File: src/rtl/wire_adc_mmio_if.sv
// wire_adc_mmio_if
//   CPU memory-bus bundle for the wire-sense ADC block.
//   data : write data          (master -> slave)
//   addr : address             (master -> slave)
//   en   : write enable        (master -> slave)
//   q    : registered read data (slave -> master)
interface wire_adc_mmio_if #(
    parameter int DATA_WIDTH = 16,
    parameter int ADDR_WIDTH = 16
);
    logic [DATA_WIDTH-1:0] data;
    logic [ADDR_WIDTH-1:0] addr;
    logic                  en;
    logic [DATA_WIDTH-1:0] q;

    modport master (output data, output addr, output en, input q);
    modport slave  (input data, input addr, input en, output q);
endinterface

File: src/rtl/wire_adc_mmio.sv
// wire_adc_mmio
//   Scans NUM_CH channels of an 8-channel 12-bit SPI ADC round-robin,
//   classifies each sample as wire connected/cut with debounce, keeps sticky
//   change flags and exposes everything on the CPU bus (1-cycle read).
// Ports:
//   clk, rst        : clock, synchronous active-high reset
//   bus (slave)     : data/addr/en in, q out (registered read data)
//   ADC_CONVST/SCK/SDI out, ADC_SDO in : converter serial interface
//   wire_state      : debounced per-channel state, 1 = connected
//   irq             : OR of all change flags (registered)
module wire_adc_mmio #(
    parameter int DATA_WIDTH = 16,
    parameter int ADDR_WIDTH = 16,
    parameter int NUM_CH     = 6,
    parameter int SCK_HALF   = 4,
    parameter int CONV_WAIT  = 80,
    parameter int THRESH     = 2048,
    parameter int STABLE_CNT = 3
) (
    input  logic              clk,
    input  logic              rst,
    wire_adc_mmio_if.slave    bus,
    output logic              ADC_CONVST,
    output logic              ADC_SCK,
    output logic              ADC_SDI,
    input  logic              ADC_SDO,
    output logic [NUM_CH-1:0] wire_state,
    output logic              irq
);
    localparam int CHW = (NUM_CH > 1) ? $clog2(NUM_CH) : 1;

    typedef enum logic [1:0] {S_START, S_WAIT, S_SHIFT, S_STORE} state_t;

    state_t                  state_q;
    logic [15:0]             cnt_q;
    logic [3:0]              bit_q;
    logic [5:0]              cfg_q;      // config word, shifted out MSB first
    logic [11:0]             sh_q;       // incoming result
    logic                    convst_q, sck_q, sdi_q;
    logic [CHW-1:0]          cfg_ch_q, prev_ch_q;
    logic                    prev_vld_q; // prev_ch_q names a real conversion
    logic [11:0]             sample_q [NUM_CH];
    logic [3:0]              dbc_q    [NUM_CH];
    logic [NUM_CH-1:0]       valid_q, ws_q, change_q, change_d;
    logic [15:0]             frame_q;
    logic                    irq_q;
    logic [DATA_WIDTH-1:0]   q_q, q_d;

    logic [2:0]              n3;
    logic [5:0]              cfg_word;
    logic                    cls;
    logic [NUM_CH-1:0]       hit, tog, clr;
    logic [15:0]             rd16;

    // Converter config: single-ended, unipolar, no sleep.
    assign n3       = 3'(cfg_ch_q);
    assign cfg_word = {1'b1, n3[0], n3[2], n3[1], 1'b1, 1'b0};
    assign cls      = (sh_q >= 12'(THRESH));

    always_comb begin
        hit = '0;
        tog = '0;
        clr = '0;
        for (int i = 0; i < NUM_CH; i++) begin
            hit[i] = (state_q == S_STORE) && prev_vld_q && (prev_ch_q == CHW'(i));
            tog[i] = hit[i] && (cls != ws_q[i]) && (dbc_q[i] == 4'(STABLE_CNT - 1));
        end
        if (bus.en && bus.addr[11] && (bus.addr[1:0] == 2'd1))
            clr = bus.data[NUM_CH-1:0];
        // A set from STORE beats a same-cycle W1C of the same bit.
        change_d = (change_q & ~clr) | tog;
    end

    always_comb begin
        rd16 = 16'hAAAA;
        if (!bus.addr[11]) begin
            for (int i = 0; i < NUM_CH; i++)
                if (bus.addr[10:8] == 3'(i))
                    rd16 = {valid_q[i], 3'b000, sample_q[i]};
        end else begin
            case (bus.addr[1:0])
                2'd0:    rd16 = 16'(ws_q);
                2'd1:    rd16 = 16'(change_q);
                2'd2:    rd16 = frame_q;
                default: rd16 = {4'(NUM_CH), 12'h0A2};
            endcase
        end
        q_d = DATA_WIDTH'(rd16);
    end

    always_ff @(posedge clk) begin
        if (rst) begin
            state_q    <= S_START;
            cnt_q      <= '0;
            bit_q      <= '0;
            cfg_q      <= '0;
            sh_q       <= '0;
            convst_q   <= 1'b0;
            sck_q      <= 1'b0;
            sdi_q      <= 1'b0;
            cfg_ch_q   <= '0;
            prev_ch_q  <= '0;
            prev_vld_q <= 1'b0;
            valid_q    <= '0;
            ws_q       <= '0;
            change_q   <= '0;
            frame_q    <= '0;
            irq_q      <= 1'b0;
            q_q        <= '0;
            for (int i = 0; i < NUM_CH; i++) begin
                sample_q[i] <= '0;
                dbc_q[i]    <= '0;
            end
        end else begin
            change_q <= change_d;
            irq_q    <= |change_q;
            q_q      <= q_d;
            case (state_q)
                S_START: begin
                    // CONVST is registered: high for cnt 1..2 of this state.
                    if (cnt_q == 16'd2) begin
                        convst_q <= 1'b0;
                        cnt_q    <= '0;
                        cfg_q    <= cfg_word;
                        sdi_q    <= cfg_word[5];
                        state_q  <= S_WAIT;
                    end else begin
                        convst_q <= 1'b1;
                        cnt_q    <= cnt_q + 16'd1;
                    end
                end
                S_WAIT: begin
                    if (cnt_q == 16'(CONV_WAIT - 1)) begin
                        cnt_q   <= '0;
                        bit_q   <= '0;
                        state_q <= S_SHIFT;
                    end else begin
                        cnt_q <= cnt_q + 16'd1;
                    end
                end
                S_SHIFT: begin
                    if (cnt_q == 16'(SCK_HALF - 1)) begin
                        sck_q <= 1'b1;
                        sh_q  <= {sh_q[10:0], ADC_SDO};
                        cnt_q <= cnt_q + 16'd1;
                    end else if (cnt_q == 16'(2 * SCK_HALF - 1)) begin
                        // Falling SCK: next config bit, zeros once the word is out.
                        sck_q <= 1'b0;
                        cnt_q <= '0;
                        sdi_q <= cfg_q[4];
                        cfg_q <= {cfg_q[4:0], 1'b0};
                        if (bit_q == 4'd11) state_q <= S_STORE;
                        else                bit_q   <= bit_q + 4'd1;
                    end else begin
                        cnt_q <= cnt_q + 16'd1;
                    end
                end
                default: begin // S_STORE
                    for (int i = 0; i < NUM_CH; i++) begin
                        if (hit[i]) begin
                            sample_q[i] <= sh_q;
                            valid_q[i]  <= 1'b1;
                            if (cls == ws_q[i] || tog[i]) dbc_q[i] <= '0;
                            else                          dbc_q[i] <= dbc_q[i] + 4'd1;
                            ws_q[i] <= ws_q[i] ^ tog[i];
                        end
                    end
                    if (prev_vld_q) frame_q <= frame_q + 16'd1;
                    // This frame's config becomes the owner of the next result.
                    prev_ch_q  <= cfg_ch_q;
                    prev_vld_q <= 1'b1;
                    cfg_ch_q   <= (cfg_ch_q == CHW'(NUM_CH - 1)) ? '0 : cfg_ch_q + 1'b1;
                    cnt_q      <= '0;
                    state_q    <= S_START;
                end
            endcase
        end
    end

    logic unused_ok;
    assign unused_ok = ^{bus.addr[ADDR_WIDTH-1:12], bus.addr[7:2], bus.data[DATA_WIDTH-1:NUM_CH]};

    assign ADC_CONVST = convst_q;
    assign ADC_SCK    = sck_q;
    assign ADC_SDI    = sdi_q;
    assign wire_state = ws_q;
    assign irq        = irq_q;
    assign bus.q      = q_q;
endmodule

File: src/flat_wrapper.sv
// flat-port wrapper written by rule: the top's interface ports become plain ports
module wire_adc_mmio_flat 
#(
    parameter int DATA_WIDTH = 16,
    parameter int ADDR_WIDTH = 16,
    parameter int NUM_CH     = 6,
    parameter int SCK_HALF   = 4,
    parameter int CONV_WAIT  = 80,
    parameter int THRESH     = 2048,
    parameter int STABLE_CNT = 3
)
  (clk, rst, ADC_CONVST, ADC_SCK, ADC_SDI, ADC_SDO, wire_state, irq, bus_data, bus_addr, bus_en, bus_q);
  wire_adc_mmio_if #(.DATA_WIDTH(DATA_WIDTH), .ADDR_WIDTH(ADDR_WIDTH)) bus_i ();
  input  logic clk;
  input  logic rst;
  output logic ADC_CONVST;
  output logic ADC_SCK;
  output logic ADC_SDI;
  input  logic ADC_SDO;
  output logic [NUM_CH-1:0] wire_state;
  output logic irq;
  input wire logic [$bits(bus_i.data)-1:0] bus_data;
  input wire logic [$bits(bus_i.addr)-1:0] bus_addr;
  input wire logic [$bits(bus_i.en)-1:0] bus_en;
  output wire logic [$bits(bus_i.q)-1:0] bus_q;
  assign bus_i.data = bus_data;
  assign bus_i.addr = bus_addr;
  assign bus_i.en = bus_en;
  assign bus_q = bus_i.q;
  wire_adc_mmio #(.DATA_WIDTH(DATA_WIDTH), .ADDR_WIDTH(ADDR_WIDTH), .NUM_CH(NUM_CH), .SCK_HALF(SCK_HALF), .CONV_WAIT(CONV_WAIT), .THRESH(THRESH), .STABLE_CNT(STABLE_CNT)) u_core (.clk(clk), .rst(rst), .bus(bus_i), .ADC_CONVST(ADC_CONVST), .ADC_SCK(ADC_SCK), .ADC_SDI(ADC_SDI), .ADC_SDO(ADC_SDO), .wire_state(wire_state), .irq(irq));
endmodule
File: config.mk
export PLATFORM = sky130hd
export DESIGN_NAME = wire_adc_mmio_flat
export DESIGN_NICKNAME = d
export VERILOG_FILES = /design/src/rtl/wire_adc_mmio_if.sv /design/src/rtl/wire_adc_mmio.sv /design/src/flat_wrapper.sv
export SDC_FILE = /design/constraint.sdc
export NUM_CORES = 1
export LEC_CHECK = 0
export CELL_PAD_IN_SITES_DETAIL_PLACEMENT = 1
export CELL_PAD_IN_SITES_GLOBAL_PLACEMENT = 1
export CORE_ASPECT_RATIO = 0.7
export CORE_MARGIN = 3
export CORE_UTILIZATION = 38
export CTS_CLUSTER_SIZE = 10
export DETAILED_ROUTE_END_ITERATION = 8
export PLACE_DENSITY_LB_ADDON = 0.1
export REMOVE_ABC_BUFFERS = 1
export SLEW_MARGIN = 20
export SYNTH_ARGS = -nofsm -noshare
export SYNTH_HDL_FRONTEND = slang
export SYNTH_SLANG_ARGS = --single-unit
File: constraint.sdc
create_clock -name clk -period 2.9 [get_ports clk]
set_input_delay 0.725 -clock clk [delete_from_list [all_inputs] [get_ports clk]]
set_output_delay 0.725 -clock clk [all_outputs]
set_load 0.02 [all_outputs]
==> reports/qor.txt, run 1 <==
Status: finished clean
Clock Latency Late Sink: 440 ps
PwrDens: 581 nW/µm²
Seq pwr share: 50.8%
Root Driver: clkbuf_16
Fin util: 45.3%
Sequential-to-total area share from yosys stat: 54.5%
WP buf/inv: 0
H-Tree Depth: 4
Setup crit start: u_core.cnt_q[13]
Hold Path Origin: u_core.valid_q[5]
Fin worst setup slack: 540 ps
Wire length per cell: 20.1 µm
Distinct cells, synth: 55
Worst-path maximum fanout: 16
Register area: 4860 µm²
Hold Crit Class: register to register
Net Sw Power: 1580 µW
Slowest CP cell: o31ai_4
Die Ht: 134 µm
Unrepaired setup endpoints after global routing: no
Placeable Area: 22,800 µm²
Seq cells post-synth: 195
R2R Path Start: u_core.cnt_q[13]
Syn_area_per_cell: 10.5 µm²
CTS Hold Bufs: 0
Gr usage total: 19.7%
Slew Viols, Final: 0
# DRC: 0
CP Launch Type: register
Critical path's top delay family: compound AO/OA/AOI/OAI gates
Hold Vio Cnt, Final: 0
Routed vias: 6,440
Final setup viols: 0
Largest stage delay on the critical path: 680 ps
Combinational Power Share: 10.7%
Syn Inst Count: 849
Most common cell after layout, fill and taps aside: nor2_1
FILL cells: 2,507
Worst path cell trace: nor4_4 -> nand3_4 -> o21a_1 -> o31ai_4 -> nor2_1
ANT cells: 0
Multi-input logic area: 3790 µm²
Cell leakage power: 0.00404 µW
CTS buffer count: 17
Critical Path AT: 2670 ps
Synth async-reset ratio: 0%
Clock-pin transition on the worst setup and hold timing paths: 80 ps
TritonRoute pass-1 iters: 4
Sw Ratio: 26.4%
Critical path capture point type: register
Die span in x: 189 µm
WL final: 24,400 µm
DP Worst Slack: 306 ps
Post-CTS Setup Bufs: 0
Max-Cap Viols: 0
VDD IR max: 0.428 mV
Internal Power: 4420 µW
Post-synth EDFFs: 96
Buffer levels on the longest clock path: 2
Number of gates resized after CTS: 0
Crit share post-route: 81.4%
Post-Layout Inst Area: 10,300 µm²
Clock network power share: 38.5%
CTS tree: done
Main synth FF type: dfxtp_1
Num ports: 62
Post-DP Area: 9780 µm²
Final min period: 2360 ps
Final #Nets: 946
Overflow after GRT: 0
Slew headroom: 40.8%
Synth-to-layout area growth: 15.8%
Setup Crit Path Kind: register to register
Cell row count: 46
Vias per inst: 5.30
Layout cells sized above 1: 9.87%
Req. time, crit path: 3210 ps
First-pass GRT wire length: 38,400 µm
Sum of negative setup slack: 0 ps
Sink Count: 195
Layout Skew: 12.9 ps
Antenna violations before repair: 1
Largest net degree at the start of global routing: 61
Drt first-iter violations: 355
Finished Layout Cells: 1,214
Flop-to-flop setup slack: 540 ps
Initial Util: 39.1%
Die Area: 25,400 µm²
Most frequent cells in the layout: nor2_1 (116), dfxtp_1 (99), edfxtp_1 (96), nand2_1 (76), and3_1 (68)
Syn. warnings: 0
Port bufs: 41
Worst Tran Pin Value: 885 ps
Synthesized cell area: 8930 µm²
Global placer's final weighted congestion: 0.788
Routed Antenna Nets: 0
Post-DP HPWL: 17,000 µm
Vias in the first global route: 6,883
FMAX: 0.424 GHz
Inst Count DP: 1,182
-- tightest hold or removal path, stage by stage, from the launching register on --
cell and delay, ps:
dfxtp_1 300, inv_1 60, a21oi_1 60
-- power by group through the flow --
stage	combinational, µW	clock [µW]	sequential, µW
after global placement	621	0	3110
after detailed placement	649	0	3120
final	641	2310	3050
after CTS	651	2370	3060
after floorplan	361	0	3120
after global routing	701	2500	3070
-- registers in the layout, indices dropped and copies added (netlist names), 6 cells and up --
| register | flops |
|---|---|
| u_core.cnt_q | 16 |
| u_core.valid_q | 6 |
| u_core.bus.q | 16 |
| u_core.frame_q | 16 |
| u_core.change_q | 6 |
| u_core.dbc_q | 24 |
| u_core.sh_q | 12 |
| u_core.wire_state | 6 |
| u_core.sample_q | 72 |
-- through the flow --
step	hold slack, ps	total power (µW)
after detailed placement	450	3770
final	460	6010
after global routing	476	6270
after floorplan	421	3490
after CTS	461	6070
after global placement	435	3730
-- routing by layer --
metal,up-vias,global-route usage [%],routed length (µm)
met2,97,32.0,11500
met3,17,4.05,943
met5,-,0,0
met4,0,4.84,257
met1,3245,27.1,11700
li1,3081,-,-
-- cells in the mapped netlist, types with 13 or more instances --
master | n | area, µm²
inv_1 | 16 | 60.1
nor2_1 | 116 | 435
ha_1 | 21 | 263
nand4_1 | 16 | 100
dfxtp_1 | 99 | 1980
and2_1 | 19 | 119
a211oi_1 | 13 | 97.6
a21oi_1 | 39 | 195
nand3_1 | 22 | 110
xnor2_1 | 17 | 149
mux2i_1 | 25 | 250
xor2_1 | 34 | 298
clkbuf_1 | 39 | 146
and3_1 | 68 | 425
nand2_1 | 76 | 285
edfxtp_1 | 96 | 2880
-- final cells by class --
class	instances	share of cell area, %
clock buffer	19	4.39
clock inverter	13	1.10
inverter	16	0.581
multi-input combinational	586	36.7
sequential	195	47.0
tap	312	3.77
timing repair buffer	73	6.44
-- worst paths after layout --
kind | end | cells after the start
worst min register to register | u_core.valid_q[5] | 2
worst min-delay path | u_core.valid_q[5] | 2
worst max-delay path | u_core.cnt_q[4] | 5
worst max register to register | u_core.cnt_q[4] | 5
-- kinds of logic (layout without fill, tap and decap cells) --
group	after synthesis	in the layout	synth area share [%]
buffers and inverters	68	121	3.04
adder cells (fa/ha/maj)	21	21	2.94
multiplexers	40	40	5.70
XOR/XNOR	51	51	5.00
AO/OA/AOI/OAI	94	94	6.89
AND/OR/NAND/NOR	380	380	21.9
flip-flops	195	195	54.5
Power figures use the tool's default switching activity.
==> run 2: changes to the inputs <==
Clock period 2.9 ns to 2.47 ns, I/O delays scaled along.
==> reports/qor.txt, run 2 (synthesized netlist as in run 1, its figures left out) <==
Synth-to-layout area growth: 15.7%
Num ports: 62 (unchanged)
Most common cell after layout, fill and taps aside: nor2_1
Hold Crit Class: register to register
Gr usage total: 19.9% (+0.22 points)
Clock Latency Late Sink: 450 ps (about the same)
Hold EP: u_core.valid_q[5]
Layout cells sized above 1: 10.1% (+0.21 points)
Global placer's final weighted congestion: 0.788 (about the same)
Req. time, crit path: 2780 ps (-430 ps)
Routed vias: 6,544 (+1.6%)
CTS buffer count: 17 (unchanged)
Worst reg2reg endpoint: u_core.ADC_SDI
Vias in the first global route: 6,851 (-0.46%)
Hold Path Origin: u_core.valid_q[5]
Post-DP HPWL: 17,000 µm (about the same)
Port bufs: 41 (unchanged)
Worst Tran Pin Value: 583 ps (-303 ps)
Cell leakage power: 0.00403 µW (-0.16%)
Status: finished clean
Die Area: 25,400 µm² (unchanged)
FMAX: 0.447 GHz (+5.5%)
Worst Hold Depth: 2 (unchanged)
WHS: 463 ps (+2.52 ps)
Root Driver: clkbuf_16
ANT cells: 0 (unchanged)
Clock-pin transition on the worst setup and hold timing paths: 80 ps (about the same)
Routed Antenna Nets: 0 (unchanged)
Finished Layout Cells: 1,215 (+0.082%)
Slew headroom: 60.8% (+20 points)
Max-Cap Viols: 0 (unchanged)
# DRC: 0 (unchanged)
H-Tree Depth: 4 (unchanged)
Setup Crit Path Kind: register to register
Largest reg by FF count: u_core.sample_q
TritonRoute pass-1 iters: 5 (+1)
Largest net degree at the start of global routing: 61 (unchanged)
Crit share post-route: 90.5% (+9.1 points)
Drt first-iter violations: 458 (+29%)
Max reg flops: 72 (unchanged)
Critical path capture point type: register
CTS tree: done
Slew Viols, Final: 0 (unchanged)
Inst Count DP: 1,183 (+0.085%)
Sink Count: 195 (unchanged)
Initial Util: 39.1% (unchanged)
VDD IR max: 0.517 mV (+21%)
Final setup viols: 0 (unchanged)
CTS Hold Bufs: 0 (unchanged)
Hold Vio Cnt, Final: 0 (unchanged)
Overflow after GRT: 0 (unchanged)
First-pass GRT wire length: 39,000 µm (+1.6%)
Die Ht: 134 µm (unchanged)
CP Launch Type: register
Die span in x: 189 µm (unchanged)
Most frequent cells in the layout: nor2_1 (116), dfxtp_1 (99), edfxtp_1 (96), nand2_1 (76), and3_1 (68)
Flop-to-flop setup slack: 230 ps (-310 ps)
Total power: 7020 µW (+17%)
Number of gates resized after CTS: 0 (unchanged)
Cell row count: 46 (unchanged)
Post-CTS Setup Bufs: 0 (unchanged)
Buffer levels on the longest clock path: 2 (unchanged)
R2R depth: 5 (unchanged)
Layout Skew: 14.5 ps (+1.56 ps)
Worst-path maximum fanout: 10 (-6)
Final #Nets: 947 (+0.11%)
Critical Path AT: 2540 ps (-130 ps)
Top Registers: u_core.sample_q x72, u_core.dbc_q x24
Unrepaired setup endpoints after global routing: no
Antenna violations before repair: 0 (-1)
Sum of negative setup slack: 0 ps (unchanged)
Final min period: 2240 ps (-124 ps)
Placeable Area: 22,800 µm² (unchanged)
WL final: 24,500 µm (+0.55%)
Fin util: 45.2% (-0.060 points)
PwrDens: 679 nW/µm² (+17%)
R2R Path Start: u_core.cnt_q[13]
Vias per inst: 5.39 (+1.5%)
Wire length per cell: 20.2 µm (+0.47%)
-- run 2: cell count changes in the layout (fill, tap and decap cells not counted), sizes merged --
cell and change:
buf +1, clkinv +1, clkbuf -2, clkinvlp +1
-- run 2: how the worst max path moves through the flow --
stage                              end  cells past startpoint              start
floorplan           u_core.dbc_q[0][2]                      5  u_core.state_q[0]
finish                  u_core.ADC_SDI                      5   u_core.cnt_q[13]
CTS                     u_core.ADC_SDI                      5   u_core.cnt_q[13]
global placement       u_core.bus.q[0]                      6        bus_addr[9]
detailed placement    u_core.bus.q[11]                      5       bus_addr[10]
global route            u_core.ADC_SDI                      5   u_core.cnt_q[13]
-- run 2: critical path, cell delays in order (launching register included) --
cell and delay (ps):
dfxtp_1 380, nor4_4 490, nand3_4 210, o21a_1 310
nor4_1 530, a211oi_1 170
-- run 2: per-layer routing --
layer,GRT usage (%),vias to the layer above,wire (µm)
li1,-,3091,-
met1,28.8,3341,12300
met2,31.2,96,11200
met3,3.19,16,771
met4,5.25,0,235
met5,0,-,0
-- run 2: area by class of cell --
cell class | instances | area, µm²
fill | 2531 | 12500
multi-input combinational | 586 | 3790
clock inverter | 15 | 121
clock buffer | 17 | 425
tap | 312 | 390
timing repair buffer | 74 | 673
sequential | 195 | 4860
inverter | 16 | 60.1
-- run 2: report_power, final --
group / internal [µW] / total, µW / switching, µW
combinational: 307 / 757 / 450
clock: 1320 / 2680 / 1360
sequential: 3510 / 3580 / 78.5
-- run 2: metrics by stage --
step / setup WS [ps] / instance area, µm²
final: 234 / 10300
after global routing: 113 / 10300
after CTS: 219 / 10300
after detailed placement: 133 / 9780
after global placement: 135 / 9780
after floorplan: -558 / 8720
==> run 3: changes to the inputs <==
Settings changed: CORE_UTILIZATION 38 to 45.
==> reports/qor.txt, run 3 (synthesized netlist as in run 1, its figures left out) <==
Status: finished clean
Die span in x: 174 µm (-7.8%)
Overflow after GRT: 0 (unchanged)
Drt first-iter violations: 498 (+8.7%)
Max reg flops: 72 (unchanged)
Number of gates resized after CTS: 0 (unchanged)
Max-Cap Viols: 0 (unchanged)
Port bufs: 41 (unchanged)
TritonRoute pass-1 iters: 5 (unchanged)
Top Registers: u_core.sample_q x72, u_core.dbc_q x24
Crit share post-route: 89.1% (-1.4 points)
Clock-pin transition on the worst setup and hold timing paths: 80 ps (about the same)
Hold EP: u_core.valid_q[4]
First-pass GRT wire length: 37,000 µm (-5.1%)
Multi-input logic area: 3790 µm² (unchanged)
Worst Hold Depth: 1 (-1)
Gr usage total: 22.1% (+2.2 points)
Fin worst setup slack: 269 ps (+35.3 ps)
Final min period: 2200 ps (-35.4 ps)
Sum of negative setup slack: 0 ps (unchanged)
Root Driver: clkbuf_16
Setup Crit Path Kind: register to register
Most frequent cells in the layout: nor2_1 (116), dfxtp_1 (99), edfxtp_1 (96), nand2_1 (76), and3_1 (68)
Worst Tran Pin Value: 548 ps (-34.9 ps)
WL final: 23,500 µm (-4.2%)
Most common cell after layout, fill and taps aside: nor2_1
Final setup viols: 0 (unchanged)
WHS: 458 ps (-4.83 ps)
FMAX: 0.454 GHz (+1.6%)
Worst reg2reg endpoint: u_core.dbc_q[0][13]
Worst path cell trace: ha_1 -> nand2_1 -> nor3_1 -> nand3b_1 -> nor2_1
H-Tree Depth: 4 (unchanged)
Cell row count: 42 (-8.7%)
Hold Vio Cnt, Final: 0 (unchanged)
Clock Latency Late Sink: 440 ps (about the same)
Critical Path AT: 2500 ps (-40 ps)
Largest net degree at the start of global routing: 61 (unchanged)
Die Ht: 124 µm (-7.7%)
Worst-path maximum fanout: 13 (+3)
Vias in the first global route: 6,763 (-1.3%)
Sink Count: 195 (unchanged)
VDD IR max: 0.497 mV (-3.9%)
Post-DP HPWL: 16,300 µm (-4.4%)
Layout cells sized above 1: 10.7% (+0.59 points)
R2R depth: 5 (unchanged)
Hold Crit Class: register to register
Met1 usage: 31.1% (+2.3 points)
Register area: 4860 µm² (unchanged)
Wire length per cell: 20.0 µm (-0.77%)
Largest reg by FF count: u_core.sample_q
Slew Viols, Final: 0 (unchanged)
Critical path's top delay family: simple AND/OR/NAND/NOR gates
ANT cells: 0 (unchanged)
Slowest CP cell: ha_1
GR Util met3: 3.56% (+0.38 points)
Routed vias: 6,561 (+0.26%)
Die Area: 21,600 µm² (-15%)
Fin util: 54.1% (+8.8 points)
PwrDens: 692 nW/µm² (+1.9%)
Antenna violations before repair: 0 (unchanged)
Global placer's final weighted congestion: 0.815 (+3.5%)
Buffer levels on the longest clock path: 2 (unchanged)
# DRC: 0 (unchanged)
Met2 Usage GRT: 35.7% (+4.6 points)
Busiest grt layer: met2
Post-CTS Setup Bufs: 0 (unchanged)
CTS buffer count: 17 (unchanged)
Final #Nets: 953 (+0.63%)
Layout Skew: 14.1 ps (-0.425 ps)
CP Launch Type: register
Flop-to-flop setup slack: 270 ps (+40 ps)
Cell leakage power: 0.00409 µW (+1.5%)
Routed Antenna Nets: 0 (unchanged)
Num ports: 62 (unchanged)
CTS Hold Bufs: 0 (unchanged)
Placeable Area: 19,200 µm² (-16%)
Largest stage delay on the critical path: 550 ps (+20 ps)
Slew headroom: 63.5% (+2.7 points)
WP buf/inv: 0 (unchanged)
Total power: 7180 µW (+2.3%)
Critical path capture point type: register
Req. time, crit path: 2770 ps (about the same)
DP Worst Slack: 72.6 ps (-60.9 ps)
CTS tree: done
Hold Path Origin: u_core.valid_q[4]
Synth-to-layout area growth: 16.1%
Unrepaired setup endpoints after global routing: no
Vias per inst: 5.59 (+3.8%)
Initial Util: 46.5% (+7.5 points)
R2R Path Start: u_core.state_q[1]
FILL cells: 2,051 (-19%)
==> run 3: changes by cell type in the layout (fill, tap and decap cells not counted), sizes merged <==
cell,before,now
buf,35,41
bufinv,0,1
clkbuf,17,22
clkinvlp,1,0
inv,24,19
==> run 3: layout make-up <==
type / instances / area share (%)
clock inverter: 10 / 0.905
clock buffer: 22 / 4.89
multi-input combinational: 586 / 36.6
sequential: 195 / 46.9
tap: 264 / 3.19
inverter: 16 / 0.579
timing repair buffer: 80 / 6.93
==> run 3: per-layer routing <==
| metal | share of wire (%) | wire length, µm | vias to the layer above |
|---|---|---|---|
| li1 | - | - | 3103 |
| met1 | 48 | 11300 | 3302 |
| met2 | 47 | 11000 | 128 |
| met3 | 3.9 | 919 | 28 |
| met4 | 1.4 | 337 | 0 |
| met5 | 0 | 0 | - |
==> run 3: through the flow <==
stage | cell area (µm²) | std cells
floorplan | 8720 | 797
global placement | 9770 | 1141
global route | 10400 | 1173
detailed placement | 9770 | 1141
finish | 10400 | 1173
CTS | 10400 | 1173
==> run 3: power by group <==
part	switching (µW)	internal (µW)	leakage (µW)
clock network	1240	1570	0.000301
registers	79.4	3510	0.00179
logic	456	316	0.00200
total	1780	5400	0.00409
==> run 3: how the worst max path moves through the flow <==
stage	startpoint	to	slack, ps	cells past startpoint
after global placement	bus_addr[9]	u_core.bus.q[4]	80	6
after detailed placement	bus_addr[9]	u_core.bus.q[4]	70	6
final	u_core.state_q[1]	u_core.dbc_q[0][13]	270	5
after floorplan	u_core.state_q[0]	u_core.dbc_q[0][2]	-560	5
after global routing	u_core.state_q[0]	u_core.dbc_q[0][14]	120	5
after CTS	u_core.state_q[0]	u_core.dbc_q[0][13]	250	5
